### src/rtl/score_pkg.sv
// Shared encodings and default constants for the score engine.
package score_pkg;

  localparam int          SCORE_W        = 32;
  localparam int          COMBO_W        = 16;
  localparam int unsigned SCORE_MAX_8DIG = 32'd99999999;

  typedef enum logic [1:0] {
    GRADE_MISS    = 2'd0,
    GRADE_GOOD    = 2'd1,
    GRADE_GREAT   = 2'd2,
    GRADE_PERFECT = 2'd3
  } grade_e;

  typedef enum logic [1:0] {
    PHASE_IDLE     = 2'd0,
    PHASE_PLAYING  = 2'd1,
    PHASE_FINISHED = 2'd2
  } phase_e;

endpackage

### src/rtl/score_keeper_if.sv
// Game-event inputs and score/status outputs of score_keeper.
interface score_keeper_if;
  import score_pkg::*;

  logic               GAME_START;
  logic               GAME_END;
  logic               HIT_VALID;
  logic [1:0]         HIT_GRADE;
  logic [SCORE_W-1:0] BINARY_SCORE;
  logic [COMBO_W-1:0] COMBO;
  logic [COMBO_W-1:0] MAX_COMBO;
  logic [SCORE_W-1:0] HIGH_SCORE;
  logic               NEW_RECORD;
  logic               SATURATED;
  logic [1:0]         PHASE;

  modport master (
    output GAME_START, GAME_END, HIT_VALID, HIT_GRADE,
    input  BINARY_SCORE, COMBO, MAX_COMBO, HIGH_SCORE, NEW_RECORD, SATURATED, PHASE
  );

  modport slave (
    input  GAME_START, GAME_END, HIT_VALID, HIT_GRADE,
    output BINARY_SCORE, COMBO, MAX_COMBO, HIGH_SCORE, NEW_RECORD, SATURATED, PHASE
  );

endinterface

### src/rtl/score_sat_adder.sv
// Combinational 33-bit add with clamp to SCORE_MAX; clamp_o flags that the ceiling was reached.
module score_sat_adder
  import score_pkg::*;
#(
  parameter int unsigned SCORE_MAX = SCORE_MAX_8DIG
) (
  input  logic [SCORE_W-1:0] a_i,
  input  logic [SCORE_W-1:0] b_i,
  output logic [SCORE_W-1:0] sum_o,
  output logic               clamp_o
);

  localparam logic [SCORE_W:0] MAX_EXT = (SCORE_W + 1)'(SCORE_MAX);

  logic [SCORE_W:0] raw;

  assign raw = {1'b0, a_i} + {1'b0, b_i};

  always_comb begin
    sum_o   = raw[SCORE_W-1:0];
    clamp_o = 1'b0;
    if (raw >= MAX_EXT) begin
      sum_o   = SCORE_MAX;
      clamp_o = 1'b1;
    end
  end

endmodule

### src/rtl/score_keeper.sv
// Score engine: judged hits -> combo/multiplier (stage 1) -> saturating score add (stage 2),
// with game-phase FSM and a one-shot high-score compare once a finished round drains.
module score_keeper
  import score_pkg::*;
#(
  parameter int unsigned PTS_GOOD    = 100,
  parameter int unsigned PTS_GREAT   = 200,
  parameter int unsigned PTS_PERFECT = 300,
  parameter int unsigned COMBO_STEP  = 10,
  parameter int unsigned MAX_MULT    = 4,
  parameter int unsigned SCORE_MAX   = SCORE_MAX_8DIG
) (
  input logic           CLK,
  input logic           RST,
  score_keeper_if.slave sk
);

  phase_e             phase_q, phase_d;
  logic               accept, drained;
  logic [COMBO_W-1:0] combo_q, combo_d;
  logic [COMBO_W-1:0] max_combo_q, max_combo_d;
  logic [COMBO_W-1:0] step_cnt;
  logic [2:0]         mult;
  logic [SCORE_W-1:0] base_pts;
  logic               s1_vld_q;
  logic [SCORE_W-1:0] s1_pts_q, s1_pts_d;
  logic               s2_vld_q;
  logic [SCORE_W-1:0] score_q, score_sum;
  logic               score_clamp;
  logic               sat_q;
  logic [SCORE_W-1:0] high_q;
  logic               new_rec_q;
  logic               cmp_done_q;

  always_ff @(posedge CLK or negedge RST) begin
    if (!RST) phase_q <= PHASE_IDLE;
    else      phase_q <= phase_d;
  end

  // GAME_START wins over GAME_END and restarts from any phase.
  always_comb begin
    phase_d = phase_q;
    accept  = 1'b0;
    drained = 1'b0;
    if (sk.GAME_START) begin
      phase_d = PHASE_PLAYING;
    end else begin
      if (sk.GAME_END && phase_q == PHASE_PLAYING) phase_d = PHASE_FINISHED;
      accept  = sk.HIT_VALID && (phase_q == PHASE_PLAYING);
      drained = (phase_q == PHASE_FINISHED) && !s1_vld_q && !s2_vld_q && !cmp_done_q;
    end
  end

  always_comb begin
    step_cnt = combo_q / COMBO_W'(COMBO_STEP);
    if (32'(step_cnt) + 32'd1 >= MAX_MULT) mult = 3'(MAX_MULT);
    else                                   mult = 3'(step_cnt + 16'd1);

    case (sk.HIT_GRADE)
      GRADE_GOOD:    base_pts = SCORE_W'(PTS_GOOD);
      GRADE_GREAT:   base_pts = SCORE_W'(PTS_GREAT);
      GRADE_PERFECT: base_pts = SCORE_W'(PTS_PERFECT);
      default:       base_pts = '0;
    endcase
    s1_pts_d = base_pts * SCORE_W'(mult);

    if (sk.HIT_GRADE == GRADE_MISS) combo_d = '0;
    else if (&combo_q)              combo_d = combo_q;
    else                            combo_d = combo_q + 16'd1;
    max_combo_d = (combo_d > max_combo_q) ? combo_d : max_combo_q;
  end

  // Stage 1: register weighted points and update combo on the accepting edge.
  always_ff @(posedge CLK or negedge RST) begin
    if (!RST) begin
      s1_vld_q    <= 1'b0;
      s1_pts_q    <= '0;
      combo_q     <= '0;
      max_combo_q <= '0;
    end else if (sk.GAME_START) begin
      s1_vld_q    <= 1'b0;
      s1_pts_q    <= '0;
      combo_q     <= '0;
      max_combo_q <= '0;
    end else begin
      s1_vld_q <= accept;
      if (accept) begin
        s1_pts_q    <= s1_pts_d;
        combo_q     <= combo_d;
        max_combo_q <= max_combo_d;
      end
    end
  end

  score_sat_adder #(.SCORE_MAX(SCORE_MAX)) u_add (
    .a_i     (score_q),
    .b_i     (s1_pts_q),
    .sum_o   (score_sum),
    .clamp_o (score_clamp)
  );

  // Stage 2: commit the saturating sum into the running score.
  always_ff @(posedge CLK or negedge RST) begin
    if (!RST) begin
      s2_vld_q <= 1'b0;
      score_q  <= '0;
      sat_q    <= 1'b0;
    end else if (sk.GAME_START) begin
      s2_vld_q <= 1'b0;
      score_q  <= '0;
      sat_q    <= 1'b0;
    end else begin
      s2_vld_q <= s1_vld_q;
      if (s1_vld_q) begin
        score_q <= score_sum;
        if (score_clamp) sat_q <= 1'b1;
      end
    end
  end

  // Round close: compare exactly once after the finished round has fully drained.
  always_ff @(posedge CLK or negedge RST) begin
    if (!RST) begin
      high_q     <= '0;
      new_rec_q  <= 1'b0;
      cmp_done_q <= 1'b0;
    end else if (sk.GAME_START) begin
      new_rec_q  <= 1'b0;
      cmp_done_q <= 1'b0;
    end else if (drained) begin
      cmp_done_q <= 1'b1;
      if (score_q > high_q) begin
        high_q    <= score_q;
        new_rec_q <= 1'b1;
      end
    end
  end

  assign sk.BINARY_SCORE = score_q;
  assign sk.COMBO        = combo_q;
  assign sk.MAX_COMBO    = max_combo_q;
  assign sk.HIGH_SCORE   = high_q;
  assign sk.NEW_RECORD   = new_rec_q;
  assign sk.SATURATED    = sat_q;
  assign sk.PHASE        = phase_q;

endmodule

### src/flat_wrapper.sv
// flat-port wrapper written by rule: the top's interface ports become plain ports
module score_keeper_flat import score_pkg::*;
#(
  parameter int unsigned PTS_GOOD    = 100,
  parameter int unsigned PTS_GREAT   = 200,
  parameter int unsigned PTS_PERFECT = 300,
  parameter int unsigned COMBO_STEP  = 10,
  parameter int unsigned MAX_MULT    = 4,
  parameter int unsigned SCORE_MAX   = SCORE_MAX_8DIG
)
  (CLK, RST, sk_GAME_START, sk_GAME_END, sk_HIT_VALID, sk_HIT_GRADE, sk_BINARY_SCORE, sk_COMBO, sk_MAX_COMBO, sk_HIGH_SCORE, sk_NEW_RECORD, sk_SATURATED, sk_PHASE);
  score_keeper_if sk_i ();
  input logic CLK;
  input logic RST;
  input wire logic [$bits(sk_i.GAME_START)-1:0] sk_GAME_START;
  input wire logic [$bits(sk_i.GAME_END)-1:0] sk_GAME_END;
  input wire logic [$bits(sk_i.HIT_VALID)-1:0] sk_HIT_VALID;
  input wire logic [$bits(sk_i.HIT_GRADE)-1:0] sk_HIT_GRADE;
  output wire logic [$bits(sk_i.BINARY_SCORE)-1:0] sk_BINARY_SCORE;
  output wire logic [$bits(sk_i.COMBO)-1:0] sk_COMBO;
  output wire logic [$bits(sk_i.MAX_COMBO)-1:0] sk_MAX_COMBO;
  output wire logic [$bits(sk_i.HIGH_SCORE)-1:0] sk_HIGH_SCORE;
  output wire logic [$bits(sk_i.NEW_RECORD)-1:0] sk_NEW_RECORD;
  output wire logic [$bits(sk_i.SATURATED)-1:0] sk_SATURATED;
  output wire logic [$bits(sk_i.PHASE)-1:0] sk_PHASE;
  assign sk_i.GAME_START = sk_GAME_START;
  assign sk_i.GAME_END = sk_GAME_END;
  assign sk_i.HIT_VALID = sk_HIT_VALID;
  assign sk_i.HIT_GRADE = sk_HIT_GRADE;
  assign sk_BINARY_SCORE = sk_i.BINARY_SCORE;
  assign sk_COMBO = sk_i.COMBO;
  assign sk_MAX_COMBO = sk_i.MAX_COMBO;
  assign sk_HIGH_SCORE = sk_i.HIGH_SCORE;
  assign sk_NEW_RECORD = sk_i.NEW_RECORD;
  assign sk_SATURATED = sk_i.SATURATED;
  assign sk_PHASE = sk_i.PHASE;
  score_keeper #(.PTS_GOOD(PTS_GOOD), .PTS_GREAT(PTS_GREAT), .PTS_PERFECT(PTS_PERFECT), .COMBO_STEP(COMBO_STEP), .MAX_MULT(MAX_MULT), .SCORE_MAX(SCORE_MAX)) u_core (.CLK(CLK), .RST(RST), .sk(sk_i));
endmodule
### config.mk
export PLATFORM = sky130hd
export DESIGN_NAME = score_keeper_flat
export DESIGN_NICKNAME = d
export VERILOG_FILES = /design/src/rtl/score_pkg.sv /design/src/rtl/score_keeper_if.sv /design/src/rtl/score_sat_adder.sv /design/src/rtl/score_keeper.sv /design/src/flat_wrapper.sv
export SDC_FILE = /design/constraint.sdc
export NUM_CORES = 1
export LEC_CHECK = 0
export CAP_MARGIN = 15
export CORE_MARGIN = 4
export CORE_UTILIZATION = 47
export DETAILED_ROUTE_END_ITERATION = 12
export HOLD_SLACK_MARGIN = 0.12
export PLACE_DENSITY = 0.7
export RECOVER_POWER = 100
export SLEW_MARGIN = 15
export SYNTH_ARGS = -nofsm -noshare
export SYNTH_HDL_FRONTEND = slang
export SYNTH_HIERARCHICAL = 1
export SYNTH_SLANG_ARGS = --single-unit
### constraint.sdc
create_clock -name CLK -period 7.82 [get_ports CLK]
set_input_delay 0.782 -clock CLK [delete_from_list [all_inputs] [get_ports CLK]]
set_output_delay 0.782 -clock CLK [all_outputs]
set_load 0.1 [all_outputs]
==> impl_results.md <==
* Status: finished, violations left
* Violations in the final reports: capacitance limit, slew limit, setup timing
* Layout cells sized above 1 at 22.9%
* Post-synth top area share at 23.2%
* Clk_lat worst skew at 0.43 ns
* Reg2reg start: u_core/sk.COMBO[13]
* Worst Hold Class: reg -> reg
* Std cell rows at 58
* Final Hold Fails at 0
* Min-delay src: u_core/sk.SATURATED
* Final setup viols at 4
* Crit start category: flip-flop
* Hold WS at 0.515 ns
* I/O Pins at 107
* R2r setup slk at -0.25 ns
* Pwr dens at 131 nW/um2
* Routed vias/inst at 6.03
* Dominant cell type by area after synthesis: dfrtp_1
* Min Tclk post-route at 8.07 ns
* Final Instance Count excl. Fillers at 2005
* PortBufs at 106
* CP endpoint kind: flip-flop
* Hold Path End: u_core/sk.SATURATED
* CP Max Fanout at 8
* Tightest Pin Transition at 3.37 ns
* Clk buf depth at 2
* Yosys warnings at 6
* H-tree depth at 4
* Antenna Nets Post-Route at 0
* Worst EP required at 8.17 ns
* Post-synth EDFFs at 0
* Top delay family on crit path: simple AND/OR/NAND/NOR gates
* Worst-path clk slew at 0.06 ns
* Clock buffer count from CTS at 17
* CTS tree: yes
* Die ar. at 28600 um2
* Reg2reg path depth at 36
* Syn Area/Cell at 8.32 um2
* Antenna diodes at 0
* Flop and latch count out of synthesis at 113
* # fillers at 2292
* Synth-to-Final Area Change at 27.4%
* Clock Sink Count at 113
* Drt wl/cell at 18.9 um
* Max stage delay on crit path at 0.54 ns
* P_leak at 6.89 nW
* Async SR Flop Fraction at 100%
* Clock Skew at 0.00843 ns
* Critical path's slowest cell: or4_4
* Vias in the first global route at 11800
* Most frequent cell after synthesis: nand2_1
* Die width at 169 um
* Post-Syn Area at 12200 um2
* Total GRT Usage at 25.6%
* Slew HR at -124%
* Final-stage net count at 1775
* Height of the die at 169 um
* Fin util at 61.2%
* Hold-critical path depth at 2
* Pre-antenna DRT Iters at 7
* RSZ-0062 raised after global routing: yes
* Fmax at 124 MHz
* Crit Path Category: reg -> reg
* R2r endpoint: u_core/s1_pts_q[10]
* DR iter-0 viols at 1005
* Vias after detailed routing at 12100
* First-pass GRT wire length at 61000 um
* Period utilisation layout at 103%
* Post-synthesis sequential area ratio at 23.2%
* Root Driver: clkbuf_16
* DP Cell Count at 1944
* Most instantiated cells after synthesis: nand2_1, nor2_1, dfrtp_1
* Worst EP arrival at 8.42 ns
* Initial Util at 48.1%
* Setup_tns at -0.846 ns
* Total gr overflow at 0
* Max Slew Vio Count at 145
* Buffers & Inverters on Critical Path at 4
* # DRC at 0
* DP HPWL at 27600 um
* Post-Synthesis Cells at 1468
* Count of cell types in the netlist at 120
* Setup slack after layout at -0.251 ns
* CP dominant cell by count: nand3_2
* Placeable Area at 25400 um2
* Worst VDD drop at 0.000105 V
* Largest net degree at the start of global routing at 84
* Final WL at 37900 um
* Hold_buf cts at 0
* Main synth FF type: dfrtp_1
* Initial antenna violation count at 0
* Synth top area cells: dfrtp_1, ha_1, mux2i_1
* Max cap viols at 3
* Final GP Congestion at 0.962
==> where the power goes <==
group          switching, mW  internal (mW)
logic                  0.437          0.169
registers             0.0329          0.616
clock network          0.307          0.481
==> sequential cells by signal, indices dropped and copies added, names as in the netlist, 2 cells and up <==
register                count
u_core/sk.MAX_COMBO        16
u_core/sk.COMBO            16
u_core/sk.HIGH_SCORE       32
u_core/sk.PHASE             2
u_core/s1_pts_q            10
u_core/sk.BINARY_SCORE     32
==> cells in the final DEF (no fill, tap or decap), types with 8 or more instances in the layout <==
cell             instances
nor4_1                  11
nor3_1                  36
clkbuf_16               17
mux2_2                  34
or3_1                   10
nand2_1                137
o21ai_0                 39
and3_1                  15
nor2b_1                 17
a221o_1                  8
nand4_1                 30
a21oi_1                 85
xnor2_1                 26
a31oi_1                 15
nor2_1                 135
conb_1                  28
o211ai_1                13
dfrtp_1                105
a21oi_2                 13
clkdlybuf4s50_1          9
a211o_1                  8
mux2i_1                 54
ha_1                    98
buf_4                  134
a211oi_1                11
nand3_1                 28
xor2_1                  19
a21o_1                  27
nand2b_1                21
buf_6                    8
dlygate4sd3_1           95
inv_1                   80
o21ai_1                 14
nand3_2                  9
and2_1                  10
==> worst max path at each step <==
stage | from | to | slack, ns | depth (start not counted)
floorplan | u_core/sk.COMBO[15] | u_core/s1_pts_q[10] | -0.008 | 40
detailed placement | u_core/sk.COMBO[13] | u_core/s1_pts_q[11] | -0.21 | 34
global placement | u_core/sk.COMBO[13] | u_core/s1_pts_q[10] | -0.21 | 35
CTS | u_core/sk.COMBO[15] | u_core/s1_pts_q[10] | -0.07 | 38
global route | u_core/sk.COMBO[12] | u_core/s1_pts_q[11] | -0.60 | 37
finish | u_core/sk.COMBO[13] | u_core/s1_pts_q[10] | -0.25 | 36
==> kinds of logic (layout without fill, tap and decap cells) <==
group | Yosys count | after routing | synth area share (%)
AO/OA/AOI/OAI | 364 | 364 | 22.8
XOR/XNOR | 47 | 47 | 3.37
adder cells (fa/ha/maj) | 110 | 110 | 11.4
buffers and inverters | 186 | 367 | 7.33
flip-flops | 113 | 113 | 23.2
multiplexers | 93 | 93 | 7.97
other | 2 | 28 | 0.0615
AND/OR/NAND/NOR | 553 | 553 | 23.9
==> tightest hold or removal path: stages (launching register included) <==
cell,delay [ns]
dfrtp_1,0.35
a21oi_1,0.05
nor2_1,0.08
==> through the flow <==
stage	power (mW)	setup slack (ns)	area [um2]
after floorplan	1.11	-0.00759	12500
after global placement	1.26	-0.208	14200
after detailed placement	1.27	-0.213	14200
after CTS	2.06	-0.0697	15000
after global routing	2.13	-0.600	15500
final	2.04	-0.251	15500
==> metal layers <==
layer	global-route usage (%)	up-vias	wire length (um)
met4	9.10	0	1120
met3	4.15	81	1640
met2	43.7	345	18700
met1	32.8	5949	16500
met5	0	-	0
li1	-	5725	-
==> layout make-up <==
cell class	instances	area, um2	area share [%]
clock buffers	18	439	2.82
clock inverters	14	156	1.01
inverters	82	308	1.98
multi-input cells	1195	9190	59.1
flip-flops and latches	113	2850	18.3
well taps	330	413	2.66
repair buffers	253	2180	14.1
==> what timing repair did <==
item,CTS,global route
gates cloned,0,2
hold endpoints to repair,0,0
setup endpoints to repair,4,7
pin swaps,19,43
buffers inserted,3,25
gates resized for setup,20,79
Power figures use the tool's default switching activity.
==> RTL edit, RTL diff (same flow settings) <==
Change the package constant `SCORE_W` from 32 to 64.
--- a/src/rtl/score_pkg.sv
+++ b/src/rtl/score_pkg.sv
@@ -2,5 +2,5 @@
 package score_pkg;
 
-  localparam int          SCORE_W        = 32;
+  localparam int          SCORE_W        = 64;
   localparam int          COMBO_W        = 16;
   localparam int unsigned SCORE_MAX_8DIG = 32'd99999999;
Ports: changed (resized sk_BINARY_SCORE and sk_HIGH_SCORE); port bits go from 107 to 171. The function was not compared with the original's and may differ.
==> RTL edit against the original RTL <==
The flow still finishes with violations (capacitance limit, slew limit, setup timing); cell count increased by 48%; sequential power increased by 49%; synthesized area increased by 42%; global-route usage increased by 2.1 points; cell area increased by 40%; routed wire length increased by 50%; sequential cell count increased by 64; synthesized cell count increased by 49%; sequential share of layout area increased by 2.1 points; via count increased by 45%; total power increased by 19%; setup slack improved by 0.036 ns; critical endpoint unchanged; largest cell class unchanged.
==> RTL edit: results (changes against the original RTL) <==
- The run finished, with violations left.
- The checks that failed: capacitance limit, slew limit, setup timing.
- The max-slew violation count is 281 (+94%).
- The number of port buffers is 170 (+60%).
- The data arrival time of the critical path came to 8.41 ns (about the same).
- The number of DRC violations after detailed-routing iteration 0 is 1537 (+53%).
- The number of buffers inserted by post-CTS setup repair is 17 (+14).
- The aggregate negative setup slack is -0.614 ns (+0.232 ns).
- The portion of netlist area occupied by mux cells is 5.46% (-2.5 points).
- The maximum number of pins on one net before global-route repair is 129 (+54%).
- The final setup violation count is 4 (unchanged).
- The clock-pin slew on the worst setup and hold paths is 0.08 ns (+0.02 ns).
- The power per cell area is 111 mW/mm^2 (-15%).
- The worst stage delay on the critical path is 0.52 ns (-0.02 ns).
- The via count was 17500 (+45%).
- The placer's final routability congestion estimate is 0.952 (-1.0%).
- The routing usage on met1 was 35.9% (+3.0 points).
- Yosys attributes the largest share of cell area to sky130_fd_sc_hd__dfrtp_1 (25%), sky130_fd_sc_hd__ha_1 (12%), sky130_fd_sc_hd__nand2_1 (5.4%), sky130_fd_sc_hd__mux2i_1 (5.0%), sky130_fd_sc_hd__a21oi_1 (4.9%).
- The headroom to the max-slew limit was -131% (-6.3 points).
- The post-synthesis sequential area ratio came to 25.5% (+2.3 points).
- The number of maximum-capacitance violations is 6 (+3).
- The wire length of the first global-routing pass was 93200 um (+53%).
- The slowest stage of the critical path belongs to the cell sky130_fd_sc_hd__dfrtp_4.
- The share of post-route cells with drive strength above 1 is 14.5% (-8.4 points).
- The compound-cell area share of the yosys netlist is 23.6% (+0.79 points).
- The area share of fa/ha/maj cells after synthesis is 12.5% (+1.0 points).
- The average vias per placed instance came to 5.89 (-2.4%).
- The number of distinct library cells after synthesis is 115 (-4.2%).
- The post-route worst setup slack came to -0.215 ns (+0.0359 ns).
## RTL edit: final timing paths
path | endpoint | cells after the start | start
setup / recovery | u_core/s1_pts_q[10]$_DFFE_PN0P_ | 38 | u_core/sk.COMBO[12]$_DFFE_PN0P_
hold / removal | u_core/sk.NEW_RECORD$_DFFE_PN0P_ | 1 | u_core/sk.NEW_RECORD$_DFFE_PN0P_
setup reg to reg | u_core/s1_pts_q[10]$_DFFE_PN0P_ | 38 | u_core/sk.COMBO[12]$_DFFE_PN0P_
hold reg to reg | u_core/sk.NEW_RECORD$_DFFE_PN0P_ | 1 | u_core/sk.NEW_RECORD$_DFFE_PN0P_
max in group asynchronous | u_core/sk.COMBO[7]$_DFFE_PN0P_ | 2 | RST
min in group asynchronous | u_core/sk.BINARY_SCORE[23]$_DFFE_PN0P_ | 1 | RST
## RTL edit: metal layers
layer	part of all wire [%]	routed length, um	vias to the layer above
li1	-	-	8446
met5	0	0	-
met3	5.1	2930	103
met1	44	25000	8467
met2	48	27300	495
met4	3.3	1870	0
## RTL edit: critical path, delay by kind of cell (launching register included)
kind	cells	cell delay, ns
adder cells (fa/ha/maj)	3	0.95
AND/OR/NAND/NOR	7	1.60
buffers and inverters	6	0.89
AO/OA/AOI/OAI	21	3.83
flip-flops	1	0.52
XOR/XNOR	1	0.14
## RTL edit: layout make-up
| cell class | instances | share of cell area, % |
|---|---|---|
| clock buffer | 18 | 2.02 |
| clock inverter | 14 | 0.609 |
| inverter | 125 | 2.16 |
| multi-input combinational | 1821 | 57.9 |
| sequential | 177 | 20.4 |
| tap | 468 | 2.69 |
| timing repair buffer | 349 | 14.2 |
## RTL edit: power by group
part           switching (uW)  internal (uW)
combinational             411            179
clock                     415            452
sequential               33.7            934
